===== src/rtl/fetch_unit.sv =====
// fetch_unit: owns the PC, drives the async program ROM and queues {word, pc} pairs for decode.
module fetch_unit #(
  parameter int DWIDTH = 16,
  parameter int AWIDTH = 8,
  parameter int DEPTH = 2,
  parameter logic [AWIDTH-1:0] RESET_PC = '0
) (
  input  logic              clk,
  input  logic              reset,
  output logic [AWIDTH-1:0] rom_addr,
  input  logic [DWIDTH-1:0] rom_data,
  output logic              ir_valid,
  output logic [DWIDTH-1:0] ir_data,
  output logic [AWIDTH-1:0] ir_pc,
  input  logic              ir_ready,
  input  logic              br_valid,
  input  logic [AWIDTH-1:0] br_target,
  input  logic              stall
);
  localparam int PW = $clog2(DEPTH);
  localparam int CW = $clog2(DEPTH + 1);
  typedef enum logic {RUN, HOLD} fetch_state_e;
  fetch_state_e state;
  logic [AWIDTH-1:0] pc_q, pc_d;
  logic [PW-1:0] rd_ptr_q, rd_ptr_d, wr_ptr_q, wr_ptr_d;
  logic [CW-1:0] count_q, count_d;
  logic [DWIDTH-1:0] data_q [DEPTH];
  logic [AWIDTH-1:0] addr_q [DEPTH];
  logic pop, push;
  assign rom_addr = pc_q;
  assign ir_valid = count_q != '0;
  assign ir_data = data_q[rd_ptr_q];
  assign ir_pc = addr_q[rd_ptr_q];
  // HOLD is decided in the same cycle so a full FIFO that pops still refills without a bubble
  always_comb begin
    pop = ir_valid & ir_ready & ~br_valid;
    state = (stall | ((count_q == CW'(DEPTH)) & ~pop)) ? HOLD : RUN;
    push = ~br_valid & (state == RUN);
    pc_d = br_valid ? br_target : pc_q + AWIDTH'(push);
    rd_ptr_d = br_valid ? wr_ptr_q : rd_ptr_q + PW'(pop);
    wr_ptr_d = wr_ptr_q + PW'(push);
    count_d = br_valid ? '0 : count_q + CW'(push) - CW'(pop);
  end
  always_ff @(posedge clk) begin
    if (reset) begin
      pc_q <= RESET_PC;
      rd_ptr_q <= '0;
      wr_ptr_q <= '0;
      count_q <= '0;
    end else begin
      pc_q <= pc_d;
      rd_ptr_q <= rd_ptr_d;
      wr_ptr_q <= wr_ptr_d;
      count_q <= count_d;
    end
  end
  always_ff @(posedge clk) begin
    if (!reset && push) begin
      data_q[wr_ptr_q] <= rom_data;
      addr_q[wr_ptr_q] <= pc_q;
    end
  end
endmodule


===== config.mk =====
export PLATFORM = sky130hd
export DESIGN_NAME = fetch_unit
export DESIGN_NICKNAME = d
export VERILOG_FILES = /design/src/rtl/fetch_unit.sv
export SDC_FILE = /design/constraint.sdc
export NUM_CORES = 1
export LEC_CHECK = 0
export ABC_AREA = 1
export CORE_UTILIZATION = 44
export CTS_CLUSTER_SIZE = 10
export DETAILED_ROUTE_END_ITERATION = 7
export PLACE_DENSITY_LB_ADDON = 0.08
export SLEW_MARGIN = 20
export SYNTH_ARGS = -nofsm -noshare
export SYNTH_HDL_FRONTEND = slang
export SYNTH_SLANG_ARGS = --single-unit

===== constraint.sdc =====
create_clock -name clk -period 2.8 [get_ports clk]
set_input_delay 0.42 -clock clk [delete_from_list [all_inputs] [get_ports clk]]
set_output_delay 0.42 -clock clk [all_outputs]
set_load 0.01 [all_outputs]

# After elaboration in Yosys (flattened, before gate mapping)

Memories as Yosys holds them, arrays and structs flattened. A register that Yosys moved wholly into a read port is not among the register bits.
Cells that the tools add are included.

Output and inout port bits: 33
Bits in writable memories: 48
Logic and storage cells: 31
Memories: 2
Input bits: 29
Flip-flop bits (word level): 12

Memories:

| name   | words | width | read ports | clocked after Yosys merged registers in | wr ports | line | text |
|---|---|---|---|---|---|---|---|
| data_q | 2     | 16    | 1          | 1                                       | 1        | 27   | `logic [DWIDTH-1:0] data_q [DEPTH];` |
| addr_q | 2     | 8     | 1          | 1                                       | 1        | 28   | `logic [AWIDTH-1:0] addr_q [DEPTH];` |

Add/subtract/negate cells: 5
Equality and inequality tests: 1
Mux-type cells: 7
Bitwise operators: 8
Reduce and logical (&&, ||, !) cells: 4

Operators by type and width:

| cell                 | count |
|---|---|
| $add A8 B1 Y8        | 1 |
| $mux W8              | 1 |
| $mux W1              | 6 |
| $and A1 B1 Y1        | 4 |
| $not A1 Y1           | 3 |
| $add A1 B1 Y1        | 2 |
| $add A2 B1 Y2        | 1 |
| $eq A2 B2 Y1 const B | 1 |
| $reduce_bool A2 Y1   | 1 |
| $reduce_or A2 Y1     | 1 |
| $sub A2 B1 Y2        | 1 |
| $logic_and A1 B1 Y1  | 1 |
| $logic_not A1 Y1     | 1 |
| $or A1 B1 Y1         | 1 |

# Longest topological paths before layout

Gate-level depths: netlist of the first run.

Word-level depth: 12
Gate-level depth with buffers: 12
Depth with buffers taken out: 12

# Least setup slack after synthesis of the first run

No wires, ideal clock.

Path kind: in2reg
Start point: in br_valid
End point: mem addr_q[1][0] (enable)
Library setup time: 435 ps
Path buffers: 0
Stages on the path: 3
Arrival: 2317 ps
Path slack: 48 ps
Data required time: 2365 ps
Cells stage by stage: inv_2 nand3_2 nor3_1

Longest elaborated chain between the ends: 11

Ends and longest elaborated chain:

| element                         | line   | text |
|---|---|---|
| start: declaration              | 16     | `input logic br_valid,` |
| $not A1 Y1 *                    | 36, 38 |  |
| $and A1 B1 Y1                   | 36     | `pop = ir_valid & ir_ready & ~br_valid;` |
| $not A1 Y1                      | 37     | `state = (stall \| ((count_q == CW'(DEPTH)) & ~pop)) ? HOLD : RUN;` |
| $and A1 B1 Y1                   | 37     |  |
| $or A1 B1 Y1                    | 37     |  |
| $mux W1                         | 37     |  |
| $not A1 Y1                      | 38     | `push = ~br_valid & (state == RUN);` |
| $and A1 B1 Y1 *                 | 38     |  |
| $logic_and A1 B1 Y1 *           | 58     | `if (!reset && push) begin` |
| $mux W1 *                       | 58     |  |
| $mux W1 (not written as such) * | 60     | `addr_q[wr_ptr_q] <= pc_q;` |
| end: declaration                | 28     |  |

Mark *: on every way between the ends. The rest lies on a longest branch, timed or not.

==> results of run 1 <==
[registers in the layout, indices dropped and copies added (netlist names)]
name / cells
count_q: 2
wr_ptr_q: 1
rom_addr: 8
rd_ptr_q: 1
addr_q: 16
data_q: 32
[power by group through the flow]
| stage | clock network (mW) | registers (mW) | logic [mW] |
|---|---|---|---|
| 2_1_floorplan | 0 | 1.03 | 0.0822 |
| 3_3_place_gp | 0 | 1.03 | 0.199 |
| 3_5_place_dp | 0 | 1.03 | 0.200 |
| 4_1_cts | 0.668 | 1.01 | 0.201 |
| 5_1_grt | 0.706 | 1.02 | 0.219 |
| 6_report | 0.644 | 1.01 | 0.198 |
[per-stage QoR]
step	setup slack, ps	hold WS [ps]	power, mW
after global placement	439	475	1.23
after global routing	215	537	1.94
after CTS	362	517	1.88
after detailed placement	389	506	1.23
after floorplan	47.5	456	1.11
final	411	509	1.86
[final timing paths]
check | startpoint | endpoint | slack (ps) | cells past startpoint
worst max register to register | count_q[0] | rom_addr[6] | 1160 | 11
worst min register to register | count_q[1] | count_q[1] | 510 | 2
worst max-delay path | rd_ptr_q | ir_pc[7] | 410 | 4
worst min-delay path | count_q[1] | count_q[1] | 510 | 2
[area by class of cell]
| type | count | area, sq um |
|---|---|---|
| Clock buffer | 13 | 149 |
| Fill cell | 433 | 1930 |
| Multi-Input combinational cell | 145 | 654 |
| Tap cell | 70 | 87.6 |
| Inverter | 21 | 78.8 |
| Sequential cell | 60 | 1680 |
| Clock inverter | 3 | 15.0 |
| Timing Repair Buffer | 64 | 646 |
[Yosys cell counts, drive strengths merged (3+ instances only)]
master / instances / area share
nand2: 94 / 0.15
edfxtp: 48 / 0.59
nor2: 23 / 0.038
inv: 21 / 0.032
dfxtp: 12 / 0.098
nand3: 9 / 0.022
o21ai: 8 / 0.016
buf: 6 / 0.017
ha: 4 / 0.020
xor2: 3 / 0.011
[kinds of logic after synthesis]
logic type / Yosys count / synth area share
simple gates: 128 / 0.211
buf+inv: 27 / 0.0491
flops: 60 / 0.687
xor+xnor: 4 / 0.0143
compound gates: 9 / 0.0184
fa+ha+maj: 4 / 0.0204
[tightest hold or removal path: cells and delay by family, from the launching register on]
kind,cells,cell delay (ps)
flip-flops,1,330
AND/OR/NAND/NOR,1,70
AO/OA/AOI/OAI,1,60
[per-layer routing]
| metal | share of wire | routed length (um) | global-route usage |
|---|---|---|---|
| met1 | 0.44 | 1870 | 0.191 |
| met2 | 0.48 | 2050 | 0.267 |
| met3 | 0.053 | 226 | 0.0431 |
| met4 | 0.030 | 128 | 0.133 |
| met5 | 0 | 0 | 0 |
==> results.cfg, run 1 <==
[placement]
gp_congestion = 0.759
dp_hpwl_um = 2830
dpl_cell_area_sq_mm = 0.00315
placedCellCount = 360
io_buffers = 61

[power_and_ir_drop]
switchingPower_mw = 0.413
ir_worst_vdd_mv = 0.254
switching_share = 0.223
seqPwrFrac = 0.546
p_leak_nw = 1.35
power_density_mw_per_mm2 = 560
power_frac_comb = 0.107
p_clk_frac = 0.347
intPower_mw = 1.44

[clock_network]
h-tree-depth = 3
clk_pin_slew_ps = 60
cts_max_path_buffers = 2
clk_latency_ps = 330
ctsRootBufferMaster = clkbuf_8
cts_sinks = 60
post_cts_buffers = 0
cts_hold_buf = 0
cts_buffers = 9
cts_tree = built
cts_resized = 0

[worst_setup_path]
critPathLaunchType = register
path_buf_inv = 2
crit_slowest_cell = dfxtp_1
crit_family = buffers and inverters
worstPathRequired_ps = 2380
path_cells = inv_2 > nand2_1 > nand2_1 > clkdlybuf4s50_1
crit_type = register to primary output
cpPeakStageDelay_ps = 610
endpoint_kind = primary output
path_max_fanout = 26
cpMostUsedCell = nand2_1
crit_arrival_ps = 1970

[die]
core-area_sq_mm = 0.00524
die_h_um = 76.6
initial_core_util = 0.468
placementRows = 26
io_pins = 62
chipWidth_um = 76.6
die_area_sq_mm = 0.00587

[run_status]
outcome = finished clean

[hold_path]
hold_path_class = register to register

[logic_synthesis]
ys.warnings.count = 0
synthFlopType = edfxtp_1
synth_edf_count = 48
synth_area_sq_mm = 0.00245
synth_area_per_cell_sq_um = 10.6
async_flop_share = 0
synthCells = 232
synth_seq_cells = 60
syn_nets = 265
netlist-cell-type-count = 21
synth_seq_area_share = 0.687

[drt]
wl_per_cell_um = 11.4
drt-total-wl_um = 4280
antenna_left = 0
routed_via_density = 4.56
drc_errors = 0
num_vias = 1713
first_pass_iters = 4
drt_iter0_markers = 78

[layout]
syn_to_final_growth_pct = 35.3
layout_common_cells = 93 x nand2_1, 61 x clkdlybuf4s50_1, 48 x edfxtp_1
layout.cells.non_filler = 376
diodes = 0
post-route-util = 0.632
drive_above_1_share = 0.0850
layout_commonest_cell = nand2_1
nets = 334
final_area_sq_mm = 0.00331

[sta]
max_slew_margin = 0.681
worst_slew_pin_slew_ps = 479
setup_viol = 0
setup_tns_ps = 0
fin_crit_ps = 2390
drv_slew = 0
fmax_mhz = 419
final_hold_viol_count = 0
rsz0062_at_grt = no
fin_crit_sh = 0.853
skew_ps = 9.73

[global_route]
grt_usage = 0.167
grt_max_degree = 27
overflow = 0
antenna_found_initial = 0
grt_pass1_vias = 1547
grt_pass1_wl_um = 7120

[run]
cap_viol_max_count = 0
Power figures use the tool's default switching activity.
==> run 2, diff against run 1 <==
--- a/config.mk
+++ b/config.mk
@@ -10,6 +10,7 @@
 export CTS_CLUSTER_SIZE = 10
 export DETAILED_ROUTE_END_ITERATION = 7
 export PLACE_DENSITY_LB_ADDON = 0.08
+export RECOVER_POWER = 100
 export SLEW_MARGIN = 20
 export SYNTH_ARGS = -nofsm -noshare
 export SYNTH_HDL_FRONTEND = slang
==> run 2 against run 1 <==
Register-to-register slack lost 130 ps. Wire length barely moved. Clock-buffer cell count stayed put. Core utilization shrank 0.38 points. Die area unchanged. Non-clock buffer count stayed put. Clock skew is essentially flat. Worst hold slack better by 2.5 ps. Global-route usage unchanged. Fmax is 4.1% lower. Sequential cell count is the same. Largest power group unchanged.
==> results.cfg, run 2 (synthesis gave the netlist of run 1 again) <==
[die]
chipWidth_um = 76.6
core-area_sq_mm = 0.00524
placementRows = 26
io_pins = 62
die_area_sq_mm = 0.00587
initial_core_util = 0.468
die_h_um = 76.6

[sta]
setup_tns_ps = 0
final_hold_viol_count = 0
drv_slew = 0
fmax_mhz = 401
fin_crit_sh = 0.890
setup_viol = 0
skew_ps = 9.86
fin_crit_ps = 2490
max_slew_margin = 0.561
worst_slew_pin_slew_ps = 659
rsz0062_at_grt = no

[placement]
dp_hpwl_um = 2830
gp_congestion = 0.759
io_buffers = 61
dpl_cell_area_sq_mm = 0.00315

[power_and_ir_drop]
switching_share = 0.222
intPower_mw = 1.43
p_clk_frac = 0.350
seqPwrFrac = 0.552
ir_worst_vdd_mv = 0.252
switchingPower_mw = 0.407
power_frac_comb = 0.098
p_leak_nw = 1.38
power_density_mw_per_mm2 = 557

[clock_network]
cts_buffers = 9
cts_hold_buf = 0
cts_resized = 0
cts_max_path_buffers = 2
h-tree-depth = 3
cts_sinks = 60
clk_pin_slew_ps = 60
clk_latency_ps = 330
cts_tree = built
ctsRootBufferMaster = clkbuf_8
post_cts_buffers = 0

[worst_setup_path]
cp-endpoint = ir_pc[1]
rrSetupSlack_ps = 1030
critPathLaunchType = register
startpoint = rd_ptr_q
r2r_cells = 5
worstPathRequired_ps = 2380
timing.rr.end = addr_q[1][6]
endpoint_kind = primary output
crit_arrival_ps = 2070
r2r-start = count_q[0]
crit_type = register to primary output
path_max_fanout = 26

[layout]
nets = 334
layout_commonest_cell = nand2_1
largest_register_ffs = 32
drive_above_1_share = 0.0686
syn_to_final_growth_pct = 34.4
diodes = 0
top_register = data_q
final_area_sq_mm = 0.00329
fillers = 437
layout_common_cells = 93 x nand2_1, 49 x dlygate4sd3_1, 48 x edfxtp_1

[drt]
antenna_left = 0
num_vias = 1707
routed_via_density = 4.54
drt-total-wl_um = 4270
drt_iter0_markers = 70
wl_per_cell_um = 11.4
drc_errors = 0
first_pass_iters = 4

[global_route]
grt_pass1_wl_um = 7120
grt_pass1_vias = 1547
antenna_found_initial = 0
grt_usage = 0.167
overflow = 0
grt_max_degree = 27

[hold_path]
hold_path_class = register to register
hold_start = count_q[1]

[run_status]
outcome = finished clean

[run]
cap_viol_max_count = 0
[run 2: worst min-delay path by stage]
stage | endpoint | slack (ps) | cells after the start
final | count_q[1] | 510 | 2
after global routing | count_q[1] | 540 | 2
after CTS | wr_ptr_q | 520 | 2
after detailed placement | wr_ptr_q | 510 | 2
after global placement | count_q[1] | 470 | 2
after floorplan | count_q[1] | 460 | 2
[run 2: layout make-up]
cell class | count | area [sq um] | share of cell area
Tap cell | 70 | 87.6 | 0.0266
Inverter | 21 | 78.8 | 0.0239
Clock buffer | 13 | 149 | 0.0452
Clock inverter | 3 | 15.0 | 0.00456
Timing Repair Buffer | 64 | 643 | 0.195
Sequential cell | 60 | 1680 | 0.511
Multi-Input combinational cell | 145 | 637 | 0.193
[run 2: layer usage]
layer	GRT usage	routed length, um
met3	0.0431	206
met1	0.191	1880
met2	0.267	2080
met4	0.133	107
met5	0	0
[run 2: metrics by stage]
stage                     total power [mW]  utilization  instances  setup slack [ps]  hold slack (ps)
after floorplan                       1.11            -        232              47.5              456
after global routing                  1.92        0.629        376               113              537
final                                 1.83        0.629        376               308              512
after global placement                1.23        0.601        360               439              475
after CTS                             1.88        0.632        376               362              517
after detailed placement              1.23        0.601        360               389              506
[run 2: power by group through the flow]
stage	clock network (mW)	logic, mW	registers [mW]
CTS	0.668	0.201	1.01
finish	0.641	0.180	1.01
detailed placement	0	0.200	1.03
floorplan	0	0.0822	1.03
global route	0.706	0.200	1.02
global placement	0	0.199	1.03
[run 2: worst max-delay path, stage by stage (launching register included)]
cell,delay (ps)
dfxtp_1,600
inv_2,330
nand2_1,140
nand2_1,60
dlygate4sd3_1,600
